## src/rtl/video_sampler_stream.sv

```systemverilog
// video_sampler_stream: camera bus sampler that packs, crops and streams frames as Avalon-ST packets
module video_sampler_stream #(
  parameter int PIXEL_W         = 8,
  parameter int BYTES_PER_PIXEL = 2,
  parameter int CNT_W           = 12,
  parameter int FIFO_DEPTH      = 16,
  parameter bit VSYNC_POL       = 1'b1
) (
  input  logic                                 clk,
  input  logic                                 reset_n,
  input  logic                                 pclk_i,
  input  logic                                 href_i,
  input  logic                                 vsync_i,
  input  logic [PIXEL_W-1:0]                   pixel_i,
  input  logic                                 enable,
  input  logic [CNT_W-1:0]                     x_start,
  input  logic [CNT_W-1:0]                     x_end,
  input  logic [CNT_W-1:0]                     y_start,
  input  logic [CNT_W-1:0]                     y_end,
  input  logic                                 clear_status,
  output logic [PIXEL_W*BYTES_PER_PIXEL-1:0]   st_data,
  output logic                                 st_valid,
  output logic                                 st_sop,
  output logic                                 st_eop,
  input  logic                                 st_ready,
  output logic                                 overflow,
  output logic                                 frame_err,
  output logic [15:0]                          frame_count
);
  localparam int OUT_W = PIXEL_W * BYTES_PER_PIXEL;
  localparam int AW = (FIFO_DEPTH > 2) ? $clog2(FIFO_DEPTH) : 1;
  localparam int PW = (BYTES_PER_PIXEL > 2) ? $clog2(BYTES_PER_PIXEL) : 1;
  typedef enum logic [1:0] {S_IDLE, S_WAIT, S_ACTIVE, S_DROP} state_t;
  logic [PIXEL_W+2:0] s1, s2;
  logic pclk_d, href_d, vsync_d, strobe_e, hrise_e, hfall_e, fs_e;
  logic [PIXEL_W-1:0] byte_e;
  logic [PW-1:0] phase, ph;
  logic last_b, pix_v, fs_p, sop_pend;
  logic [OUT_W-1:0] sh;
  logic [OUT_W+PIXEL_W-1:0] cat;
  logic [CNT_W-1:0] x, y, px, py, wxs, wxe, wys, wye;
  logic keep, eop_k, wr, rd, full, ovf_set, err_set;
  state_t st, nxt;
  logic [OUT_W+1:0] mem [FIFO_DEPTH];
  logic [AW-1:0] wp, rp;
  logic [AW:0] cnt;
  assign ph = hrise_e ? '0 : phase;
  assign last_b = ph == PW'(BYTES_PER_PIXEL - 1);
  assign cat = {sh, byte_e};
  assign keep = pix_v && px >= wxs && px <= wxe && py >= wys && py <= wye;
  assign eop_k = keep && px == wxe && py == wye;
  assign full = cnt == (AW+1)'(FIFO_DEPTH);
  assign st_valid = cnt != '0;
  assign rd = st_valid & st_ready;
  assign {st_sop, st_eop, st_data} = st_valid ? mem[rp] : '0;
  // two-flop synchronisers for every camera input, then edge detection
  always_ff @(posedge clk or negedge reset_n)
    if (!reset_n) begin
      s1 <= '0;
      s2 <= '0;
      {pclk_d, href_d, vsync_d} <= '0;
      {strobe_e, hrise_e, hfall_e, fs_e} <= '0;
      byte_e <= '0;
    end else begin
      s1 <= {pclk_i, href_i, vsync_i, pixel_i};
      s2 <= s1;
      {pclk_d, href_d, vsync_d} <= s2[PIXEL_W+2:PIXEL_W];
      strobe_e <= s2[PIXEL_W+2] & ~pclk_d & s2[PIXEL_W+1];
      hrise_e <= s2[PIXEL_W+1] & ~href_d;
      hfall_e <= ~s2[PIXEL_W+1] & href_d;
      fs_e <= (s2[PIXEL_W] == VSYNC_POL) && (vsync_d != VSYNC_POL);
      byte_e <= s2[PIXEL_W-1:0];
    end
  // byte packing, pixel coordinates and per-frame window latch
  always_ff @(posedge clk or negedge reset_n)
    if (!reset_n) begin
      phase <= '0;
      sh <= '0;
      pix_v <= 1'b0;
      fs_p <= 1'b0;
      {x, y, px, py, wxs, wxe, wys, wye} <= '0;
    end else begin
      pix_v <= strobe_e & last_b;
      fs_p <= fs_e;
      phase <= (hfall_e || (strobe_e && last_b)) ? '0 : strobe_e ? ph + 1'b1 : ph;
      if (strobe_e) sh <= cat[OUT_W-1:0];
      if (fs_e) begin
        x <= '0;
        y <= '0;
        {wxs, wxe, wys, wye} <= {x_start, x_end, y_start, y_end};
      end else if (hfall_e) begin
        x <= '0;
        y <= y + 1'b1;
      end else if (strobe_e && last_b) begin
        px <= x;
        py <= y;
        x <= x + 1'b1;
      end
    end
  // capture state, sticky flags and completed-frame counter
  always_ff @(posedge clk or negedge reset_n)
    if (!reset_n) begin
      st <= S_IDLE;
      sop_pend <= 1'b0;
      overflow <= 1'b0;
      frame_err <= 1'b0;
      frame_count <= '0;
    end else begin
      st <= nxt;
      sop_pend <= fs_p | (sop_pend & ~wr);
      overflow <= ovf_set | (overflow & ~clear_status);
      frame_err <= err_set | (frame_err & ~clear_status);
      frame_count <= frame_count + 16'(wr & eop_k);
    end
  // next state and write decision; a full FIFO drops the rest of the frame
  always_comb begin
    nxt = st;
    wr = 1'b0;
    ovf_set = 1'b0;
    err_set = 1'b0;
    case (st)
      S_IDLE: nxt = enable ? S_WAIT : S_IDLE;
      S_WAIT: nxt = fs_p ? S_ACTIVE : S_WAIT;
      S_ACTIVE:
        if (fs_p) begin
          err_set = 1'b1;
          nxt = enable ? S_ACTIVE : S_IDLE;
        end else if (keep && full) begin
          ovf_set = 1'b1;
          nxt = S_DROP;
        end else if (keep) begin
          wr = 1'b1;
          nxt = eop_k ? (enable ? S_WAIT : S_IDLE) : S_ACTIVE;
        end
      S_DROP: nxt = fs_p ? (enable ? S_ACTIVE : S_IDLE) : S_DROP;
      default: nxt = S_IDLE;
    endcase
  end
  // FIFO storage carries sop/eop alongside the pixel word
  always_ff @(posedge clk)
    if (wr) mem[wp] <= {sop_pend, eop_k, sh};
  // FIFO pointers and occupancy
  always_ff @(posedge clk or negedge reset_n)
    if (!reset_n) begin
      wp <= '0;
      rp <= '0;
      cnt <= '0;
    end else begin
      if (wr) wp <= wp + 1'b1;
      if (rd) rp <= rp + 1'b1;
      cnt <= cnt + (AW+1)'(wr) - (AW+1)'(rd);
    end
endmodule
```

## config.mk

```make
export PLATFORM = sky130hd
export DESIGN_NAME = video_sampler_stream
export DESIGN_NICKNAME = d
export VERILOG_FILES = /design/src/rtl/video_sampler_stream.sv
export SDC_FILE = /design/constraint.sdc
export NUM_CORES = 1
export LEC_CHECK = 0
export BUFFER_PORTS_ARGS = -buffer_cell sky130_fd_sc_hd__buf_2
export CAP_MARGIN = 30
export CORE_MARGIN = 2
export CORE_UTILIZATION = 40
export CTS_BUF_LIST = sky130_fd_sc_hd__clkbuf_4 sky130_fd_sc_hd__clkbuf_8 sky130_fd_sc_hd__clkbuf_16
export DETAILED_ROUTE_END_ITERATION = 16
export HOLD_SLACK_MARGIN = 0.05
export PLACE_DENSITY = 0.66
export SLEW_MARGIN = 20
export SYNTH_ARGS = -nofsm -noshare
export SYNTH_HDL_FRONTEND = slang
export SYNTH_SLANG_ARGS = --single-unit
```

## constraint.sdc

```tcl
create_clock -name clk -period 3.9 [get_ports clk]
set_input_delay 0.39 -clock clk [delete_from_list [all_inputs] [get_ports clk]]
set_output_delay 0.39 -clock clk [all_outputs]
set_load 0.02 [all_outputs]
```

==> impl_results.rst, run 1 <==
.. list-table::
   :header-rows: 1

   * - Metric
     - Value
   * - Share of synthesized registers carrying an async set or reset
     - 39.2%
   * - Post-DR wirelength/cell
     - 19.9 um
   * - Post-synthesis sequential area ratio
     - 69.5%
   * - Cells on worst reg2reg path
     - 11
   * - Placed wire-length estimate
     - 23500 um
   * - Most repeated cell in the gate-level netlist after synthesis
     - sky130_fd_sc_hd__edfxtp_1
   * - Total standard cell area after synthesis
     - 19100 um2
   * - Post-Synthesis Mean Instance Area
     - 16.7 um2
   * - Number of design-rule violations left by the first detailed-router iteration
     - 881
   * - Vertical extent of the die
     - 223 um
   * - Global-route wire length before repair
     - 62400 um
   * - Routed via count divided by cell count
     - 5.11
   * - Final max-slew violation count
     - 0
   * - Clock Sinks
     - 474
   * - Most instantiated flip-flop cell in the synthesis netlist
     - sky130_fd_sc_hd__edfxtp_1
   * - Required time at the worst-slack endpoint
     - 4410 ps
   * - Number of flip-flops under the largest register name
     - 288
   * - Largest net degree at the start of global routing
     - 106
   * - Final-report setup violation count
     - 0
   * - Post-Synthesis Net Count
     - 1278
   * - Ranking of synthesized cells by area
     - sky130_fd_sc_hd__edfxtp_1 (45%), sky130_fd_sc_hd__dfrtp_1 (24%), sky130_fd_sc_hd__mux4_2 (11%), sky130_fd_sc_hd__ha_1 (4.2%), sky130_fd_sc_hd__mux2_2 (2.6%)
   * - Core region area
     - 47400 um2
   * - Synth warnings
     - 0
   * - Post-route ant nets
     - 0
   * - Total congestion overflow after global routing
     - 0
   * - Arrival time worst endpoint
     - 4090 ps
   * - Count of buffers inserted at the top-level ports
     - 100
   * - Launch point of the worst path
     - px[10]$_DFFE_PN0P_
   * - Dpl cell area
     - 20600 um2
   * - Final-report hold violation count
     - 0
   * - EDFF count, synth
     - 288
   * - Crit Path Max Fanout
     - 6
   * - Result of the run
     - finished, final reports clean
   * - Minimum period implied by the final worst setup slack
     - 3580 ps
   * - Final estimated routing congestion in global placement
     - 0.788
   * - Most frequent cell on the critical path
     - sky130_fd_sc_hd__ha_1
   * - DRC violations left
     - 0
   * - Die width
     - 223 um
   * - Total of cells resized after clock tree synthesis
     - 0
   * - Worst clock skew on the final layout
     - 17.7 ps
   * - Setup TNS Final
     - 0 ps
   * - Last element of the critical path
     - frame_count[14]$_DFF_PN0_
   * - Number of violations of the max-capacitance limit
     - 0
   * - Clock buffer depth
     - 3
   * - Critical path's slowest cell
     - sky130_fd_sc_hd__nor4_1
   * - Registers with the highest flip-flop counts
     - mem (288), frame_count (16), sh (16)
   * - Number of buffers created by CTS
     - 47
   * - Root buffer cell
     - sky130_fd_sc_hd__clkbuf_16
   * - Ports placed on the boundary
     - 101
   * - Startpoint type of the worst setup path
     - flip-flop
   * - Number of iterations in the first detailed-routing pass
     - 5
   * - Layout Area Growth over Synthesis
     - 18.9%
   * - Sequential Power Share
     - 44.4%
   * - Antenna diode count
     - 0
   * - Wire length after detailed routing
     - 39800 um
   * - Antenna violations before repair
     - 0
   * - Power Density
     - 600 nW/um2
   * - Area of the die
     - 49600 um2
   * - Via total after detailed routing
     - 10235
   * - Clock share of power
     - 34.1%
   * - Clock tree from TritonCTS
     - yes
   * - Total of flip-flops plus latches after synthesis
     - 474
   * - Site Rows
     - 80
   * - Measured slew at the worst slew-check pin
     - 922 ps
   * - Post-Layout Inst Area
     - 22800 um2
   * - Launch point of the worst reg-to-reg path
     - px[10]$_DFFE_PN0P_
   * - Relative slew slack
     - 38.5%
   * - Min-delay worst type
     - in2reg
   * - Synth cell count leaders
     - sky130_fd_sc_hd__edfxtp_1 (288), sky130_fd_sc_hd__dfrtp_1 (186), sky130_fd_sc_hd__mux4_2 (90)
   * - Max Freq
     - 0.279 GHz
   * - Starting utilization of the core area
     - 40.3%
   * - Count of hold buffers inserted by post-cts repair
     - 57
   * - Portion of synthesized cell area occupied by the leading cell type
     - 45.2%
   * - Gate Count Post-Synth
     - 1149
   * - Unrepaired setup endpoints after global routing
     - no
   * - Maximum resistive drop on vdd
     - 0.403 mV
   * - Cell type contributing the most total cell area after synthesis
     - sky130_fd_sc_hd__edfxtp_1
   * - Post-CTS Setup Inserts
     - 0
   * - Share of post-route cells with drive strength above 1
     - 26.6%
   * - Sw Share
     - 27.1%
   * - Leakage Power
     - 9.01 nW
   * - Largest stage delay on the critical path
     - 510 ps
   * - Setup Crit Path Kind
     - reg2reg
   * - Vias in the first global route
     - 10692
   * - Comb pwr share
     - 21.5%
   * - List of cells traversed by the critical path
     - ha_1, nand4_1, o41ai_2, o2111ai_2, nor4_1, ha_1, ha_1, nand2_1, or2_2, nor2_1, xor2_1
   * - Synth cell types
     - 45
   * - Switching power
     - 3.70 mW
   * - Total number of H-tree levels
     - 2
   * - Part of the cycle the worst path needs
     - 91.9%
   * - Terminus of the critical flop-to-flop path
     - frame_count[14]$_DFF_PN0_
   * - Internal power
     - 9.95 mW
   * - Worst setup EP type
     - flip-flop
   * - Worst reg2reg setup slack
     - 320 ps
   * - Clock latency at the later pin of the worst-skew pair
     - 590 ps
   * - Register with the most flip-flops
     - mem
   * - Global-route usage over all layers
     - 16.5%
   * - Clock transition at the register clock pins on the worst setup and hold paths after CTS
     - 60 ps
   * - Number of nets in the final layout
     - 1477
## routing by layer
layer / track usage [%] / wire (um)
met1: 23.8 / 17900
met2: 26.3 / 18900
met3: 3.04 / 2200
met4: 3.79 / 741
met5: 0 / 0
## power by group through the flow
stage                     sequential [mW]  clock [mW]  combinational (mW)
after global routing                 6.12        4.97                3.20
after CTS                            6.08        4.78                3.00
after floorplan                      5.99           0                2.20
after global placement               6.15           0                2.92
final                                6.07        4.65                2.93
after detailed placement             6.18           0                2.96
## metrics by stage
step | hold WS, ps | utilization [%] | worst slack, ps | cells | power (mW)
CTS | 50.0 | 48.0 | 246 | 2002 | 13.9
global placement | 333 | 43.3 | 425 | 1857 | 9.07
floorplan | 94.4 | - | 188 | 1149 | 8.18
global route | 54.8 | 48.0 | 76.0 | 2002 | 14.3
detailed placement | 336 | 43.3 | 246 | 1857 | 9.13
finish | 63.6 | 48.0 | 316 | 2002 | 13.7
## worst min-delay path by stage
stage | startpoint | end | slack [ps] | cells after the start
6_report | x_start[4] | wxs[4]$_DFFE_PN0P_ | 60 | 3
5_1_grt | x_start[4] | wxs[4]$_DFFE_PN0P_ | 50 | 3
4_1_cts | x_start[4] | wxs[4]$_DFFE_PN0P_ | 50 | 3
3_5_place_dp | s2[2]$_DFF_PN0_ | byte_e[2]$_DFF_PN0_ | 340 | 0
3_3_place_gp | s2[5]$_DFF_PN0_ | byte_e[5]$_DFF_PN0_ | 330 | 0
2_1_floorplan | reset_n | byte_e[0]$_DFF_PN0_ | 90 | 0
## final cells by class
type / instances / area, um2
Timing Repair Buffer: 194 / 1400
Clock buffer: 69 / 1370
Inverter: 63 / 236
Sequential cell: 474 / 13300
Tap cell: 615 / 769
Multi-Input combinational cell: 568 / 5430
Fill cell: 4018 / 24700
Clock inverter: 19 / 243
## logic make-up after synthesis
logic type / count (synthesis) / synth area share, %
flops: 474 / 69.5
xor+xnor: 44 / 2.01
mux: 136 / 13.3
simple gates: 226 / 5.82
compound gates: 97 / 2.88
buf+inv: 107 / 2.18
fa+ha+maj: 65 / 4.29
## placed cells by master, fill, tap and decap left out, types with 47 or more instances in the layout
| cell type | instances |
|---|---|
| sky130_fd_sc_hd__clkbuf_16 | 47 |
| sky130_fd_sc_hd__dlygate4sd3_1 | 57 |
| sky130_fd_sc_hd__ha_1 | 64 |
| sky130_fd_sc_hd__nand2_1 | 76 |
| sky130_fd_sc_hd__inv_1 | 63 |
| sky130_fd_sc_hd__o21ai_0 | 52 |
| sky130_fd_sc_hd__mux4_2 | 90 |
| sky130_fd_sc_hd__edfxtp_1 | 288 |
| sky130_fd_sc_hd__dfrtp_1 | 183 |
| sky130_fd_sc_hd__buf_2 | 99 |
## worst max-delay path, delay by kind of cell (launching register included)
kind            cells  cell delay, ps
xor+xnor            1             170
simple gates        5            1210
compound gates      2             800
fa+ha+maj           3             920
flops               1             400
(Power assumes the default switching activity.)
==> run 2, diff against run 1 <==
--- a/config.mk
+++ b/config.mk
@@ -5,14 +5,15 @@
 export SDC_FILE = /design/constraint.sdc
 export NUM_CORES = 1
 export LEC_CHECK = 0
-export BUFFER_PORTS_ARGS = -buffer_cell sky130_fd_sc_hd__buf_2
+export ABC_AREA = 1
 export CAP_MARGIN = 30
 export CORE_MARGIN = 2
 export CORE_UTILIZATION = 40
 export CTS_BUF_LIST = sky130_fd_sc_hd__clkbuf_4 sky130_fd_sc_hd__clkbuf_8 sky130_fd_sc_hd__clkbuf_16
 export DETAILED_ROUTE_END_ITERATION = 16
+export DONT_BUFFER_PORTS = 1
 export HOLD_SLACK_MARGIN = 0.05
-export PLACE_DENSITY = 0.66
+export PLACE_DENSITY = 0.64
 export SLEW_MARGIN = 20
 export SYNTH_ARGS = -nofsm -noshare
 export SYNTH_HDL_FRONTEND = slang
==> impl_results.rst, run 2 <==
.. list-table::
   :header-rows: 1

   * - Metric
     - Value
   * - Result of the run
     - complete, but fails checks
   * - Violated checks
     - hold timing
   * - Die width
     - 225 um (+1.1%)
   * - Leakage Power
     - 8.96 nW (-0.60%)
   * - Root buffer cell
     - sky130_fd_sc_hd__clkbuf_16
   * - EDFF count, synth
     - 288 (unchanged)
   * - Maximum resistive drop on vdd
     - 0.543 mV (+35%)
   * - Number of buffers created by CTS
     - 52 (+11%)
   * - Via total after detailed routing
     - 12737 (+24%)
   * - Power Density
     - 626 nW/um2 (+4.3%)
   * - Post-Synthesis Mean Instance Area
     - 11.5 um2 (-31%)
   * - Total number of H-tree levels
     - 2 (unchanged)
   * - Registers with the highest flip-flop counts
     - mem (288), frame_count (16), sh (16)
   * - Startpoint type of the worst setup path
     - flip-flop
   * - Global-route wire length before repair
     - 71500 um (+15%)
   * - Placed wire-length estimate
     - 26500 um (+13%)
   * - Core region area
     - 48500 um2 (+2.3%)
   * - Pre-CTS setup slack
     - 329 ps (+82.9 ps)
   * - Unrepaired setup endpoints after global routing
     - no
   * - Share of post-route cells with drive strength above 1
     - 10.1% (-17 points)
   * - Max Freq
     - 0.282 GHz (+0.98%)
   * - Final-report setup violation count
     - 0 (unchanged)
   * - Number of violations of the max-capacitance limit
     - 0 (unchanged)
   * - Number of design-rule violations left by the first detailed-router iteration
     - 1077 (+22%)
   * - DRC violations left
     - 0 (unchanged)
   * - Area of the die
     - 50700 um2 (+2.1%)
   * - Count of buffers inserted at the top-level ports
     - 0 (-100%)
   * - Wire length after detailed routing
     - 45700 um (+15%)
   * - Crit Path Max Fanout
     - 3 (-3)
   * - Antenna violations before repair
     - 0 (unchanged)
   * - Part of the cycle the worst path needs
     - 91.0% (-0.89 points)
   * - Highest-count cells in the layout ignoring fill and taps
     - sky130_fd_sc_hd__edfxtp_1 (288), sky130_fd_sc_hd__o21ai_0 (243), sky130_fd_sc_hd__nor2_1 (218), sky130_fd_sc_hd__nand2_1 (209), sky130_fd_sc_hd__dfrtp_1 (183)
   * - Clock transition at the register clock pins on the worst setup and hold paths after CTS
     - 60 ps (about the same)
   * - Final core utilization
     - 47.0% (-0.97 points)
   * - Min-delay worst type
     - in2async
   * - Ranking of synthesized cells by area
     - sky130_fd_sc_hd__edfxtp_1 (44%), sky130_fd_sc_hd__dfrtp_1 (24%), sky130_fd_sc_hd__o21ai_0 (6.2%), sky130_fd_sc_hd__nor2_1 (4.4%), sky130_fd_sc_hd__ha_1 (4.1%)
   * - Synth warnings
     - 0 (unchanged)
   * - Global-route usage over all layers
     - 18.4% (+1.9 points)
   * - Number of nets in the final layout
     - 1904 (+29%)
   * - Number of flip-flops under the largest register name
     - 288 (unchanged)
   * - Number of iterations in the first detailed-routing pass
     - 5 (unchanged)
   * - Total congestion overflow after global routing
     - 0 (unchanged)
   * - Portion of synthesized cell area occupied by the leading cell type
     - 44.2% (-0.97 points)
   * - Post-route ant nets
     - 0 (unchanged)
   * - Worst setup EP type
     - flip-flop
   * - Measured slew at the worst slew-check pin
     - 852 ps (-70.3 ps)
   * - Post-CTS Setup Inserts
     - 0 (unchanged)
   * - Minimum period implied by the final worst setup slack
     - 3550 ps (-34.9 ps)
   * - Share of synthesized registers carrying an async set or reset
     - 39.2% (unchanged)
   * - Site Rows
     - 81 (+1.3%)
   * - Setup Crit Path Kind
     - reg2reg
   * - Starting utilization of the core area
     - 40.3% (-0.050 points)
   * - Synth cell count leaders
     - sky130_fd_sc_hd__edfxtp_1 (288), sky130_fd_sc_hd__o21ai_0 (243), sky130_fd_sc_hd__nor2_1 (231)
   * - Final estimated routing congestion in global placement
     - 0.809 (+2.6%)
   * - Synth cell types
     - 40 (-11%)
   * - Register with the most flip-flops
     - mem
   * - Final max-slew violation count
     - 0 (unchanged)
   * - Required time at the worst-slack endpoint
     - 4380 ps (-30 ps)
   * - Most common cell after layout, fill and taps aside
     - sky130_fd_sc_hd__edfxtp_1
   * - Worst clock skew on the final layout
     - 24.5 ps (+6.88 ps)
   * - Post-DR wirelength/cell
     - 18.7 um (-5.6%)
   * - Post-synthesis sequential area ratio
     - 68.0% (-1.5 points)
   * - Final-report hold violation count
     - 186 (+186)
   * - Clock tree from TritonCTS
     - yes
   * - Relative slew slack
     - 43.2% (+4.7 points)
   * - Routed via count divided by cell count
     - 5.22 (+2.1%)
   * - Count of hold buffers inserted by post-cts repair
     - 62 (+8.8%)
   * - Ports placed on the boundary
     - 101 (unchanged)
   * - Total of flip-flops plus latches after synthesis
     - 474 (unchanged)
   * - Most instantiated flip-flop cell in the synthesis netlist
     - sky130_fd_sc_hd__edfxtp_1
   * - Vias in the first global route
     - 12683 (+19%)
   * - Cell type contributing the most total cell area after synthesis
     - sky130_fd_sc_hd__edfxtp_1
   * - Layout Area Growth over Synthesis
     - 16.7%
   * - Clock buffer depth
     - 3 (unchanged)
   * - Arrival time worst endpoint
     - 4030 ps (-60 ps)
   * - Post-Synthesis Net Count
     - 1829 (+43%)
   * - Largest net degree at the start of global routing
     - 187 (+76%)
   * - Worst slack on hold paths
     - -512 ps (-576 ps)
   * - Clock latency at the later pin of the worst-skew pair
     - 610 ps (+20 ps)
   * - Final worst setup slack
     - 351 ps (+34.9 ps)
   * - Clock Sinks
     - 474 (unchanged)
   * - Vertical extent of the die
     - 225 um (+1.1%)
   * - Setup TNS Final
     - 0 ps (unchanged)
   * - Most repeated cell in the gate-level netlist after synthesis
     - sky130_fd_sc_hd__edfxtp_1
   * - Total standard cell area after synthesis
     - 19600 um2 (+2.2%)
   * - Antenna diode count
     - 0 (unchanged)
   * - Gate Count Post-Synth
     - 1700 (+48%)
## run 2: cell types whose count changed in the layout (fill, tap and decap cells not counted), sizes merged, moves of 21 or more
cell and change:
o22ai +21, inv +83, a21oi +32, and3 -23, nand3 +33, mux2 -44, nor2 +202, buf -99
nand2 +137, nor2b -29, o221ai +50, mux4 -90, o21ai +191
## run 2: cell families after synthesis
logic type | count (synthesis) | share of synthesized area [%]
adder cells (fa/ha/maj) | 65 | 4.20
AND/OR/NAND/NOR | 525 | 11.1
flip-flops | 474 | 68.0
buffers and inverters | 227 | 4.49
XOR/XNOR | 23 | 1.03
AO/OA/AOI/OAI | 386 | 11.2
## run 2: final cells by class
| type | instances | area, um2 |
|---|---|---|
| fill | 4294 | 25700 |
| multi-input combinational | 999 | 5410 |
| tap | 622 | 778 |
| sequential | 474 | 13300 |
| inverter | 149 | 561 |
| timing repair buffer | 99 | 956 |
| clock inverter | 13 | 135 |
| clock buffer | 85 | 1660 |
## run 2: worst paths after layout
kind	start	endpoint	slack, ps	depth (start not counted)
max in group asynchronous	reset_n	frame_count[14]$_DFF_PN0_	4180	0
hold reg to reg	s2[4]$_DFF_PN0_	byte_e[4]$_DFF_PN0_	340	0
setup / recovery	px[11]$_DFFE_PN0P_	frame_count[14]$_DFF_PN0_	350	21
setup reg to reg	px[11]$_DFFE_PN0P_	frame_count[14]$_DFF_PN0_	350	21
hold / removal	reset_n	byte_e[4]$_DFF_PN0_	-510	0
min in group clk	s2[4]$_DFF_PN0_	byte_e[4]$_DFF_PN0_	340	0
## run 2: metrics by stage
| stage | hold slack (ps) | power, mW | area, um2 | instances |
|---|---|---|---|---|
| final | -512 | 14.3 | 22800 | 2441 |
| after global placement | 101 | 9.21 | 20400 | 2280 |
| after global routing | -545 | 15.0 | 22800 | 2441 |
| after floorplan | 94.4 | 8.26 | 19600 | 1700 |
| after detailed placement | 106 | 9.33 | 20400 | 2281 |
| after CTS | -547 | 14.4 | 22800 | 2441 |
## run 2: metal layers
layer,GRT usage (%),share of wire [%]
met1,24.5,44
met4,5.49,2.0
met5,0,0
met3,3.31,6.1
met2,30.8,48
## run 2: critical path, cell delays in order (launching register included)
cell	delay [ps]
sky130_fd_sc_hd__dfrtp_1	400
sky130_fd_sc_hd__ha_1	320
sky130_fd_sc_hd__nand2_1	90
sky130_fd_sc_hd__inv_2	60
sky130_fd_sc_hd__nand2_2	50
sky130_fd_sc_hd__nor2_2	130
sky130_fd_sc_hd__nand4_1	220
sky130_fd_sc_hd__nand2_1	160
sky130_fd_sc_hd__nand4_2	130
sky130_fd_sc_hd__nor2_2	140
sky130_fd_sc_hd__inv_2	70
sky130_fd_sc_hd__nor3_4	180
sky130_fd_sc_hd__ha_1	210
sky130_fd_sc_hd__ha_1	180
sky130_fd_sc_hd__nand3_1	130
sky130_fd_sc_hd__nor3_2	190
sky130_fd_sc_hd__nand2_1	90
sky130_fd_sc_hd__nor2_2	120
sky130_fd_sc_hd__nand3_1	130
sky130_fd_sc_hd__nor3_2	180
sky130_fd_sc_hd__nand3_1	110
sky130_fd_sc_hd__xnor2_1	140
## run 2: power breakdown
| part | leakage [nW] | switching, mW | internal, mW |
|---|---|---|---|
| Combinational | 3.13 | 2.34 | 1.00 |
| Sequential | 4.93 | 0.306 | 5.64 |
| Clock | 0.903 | 2.00 | 2.99 |
## run 2: timing repair
| action | CTS | global route |
|---|---|---|
| setup endpoints to repair | 0 | 1 |
| resized for setup | 0 | 1 |
| endpoints found under the hold margin | 250 | 186 |
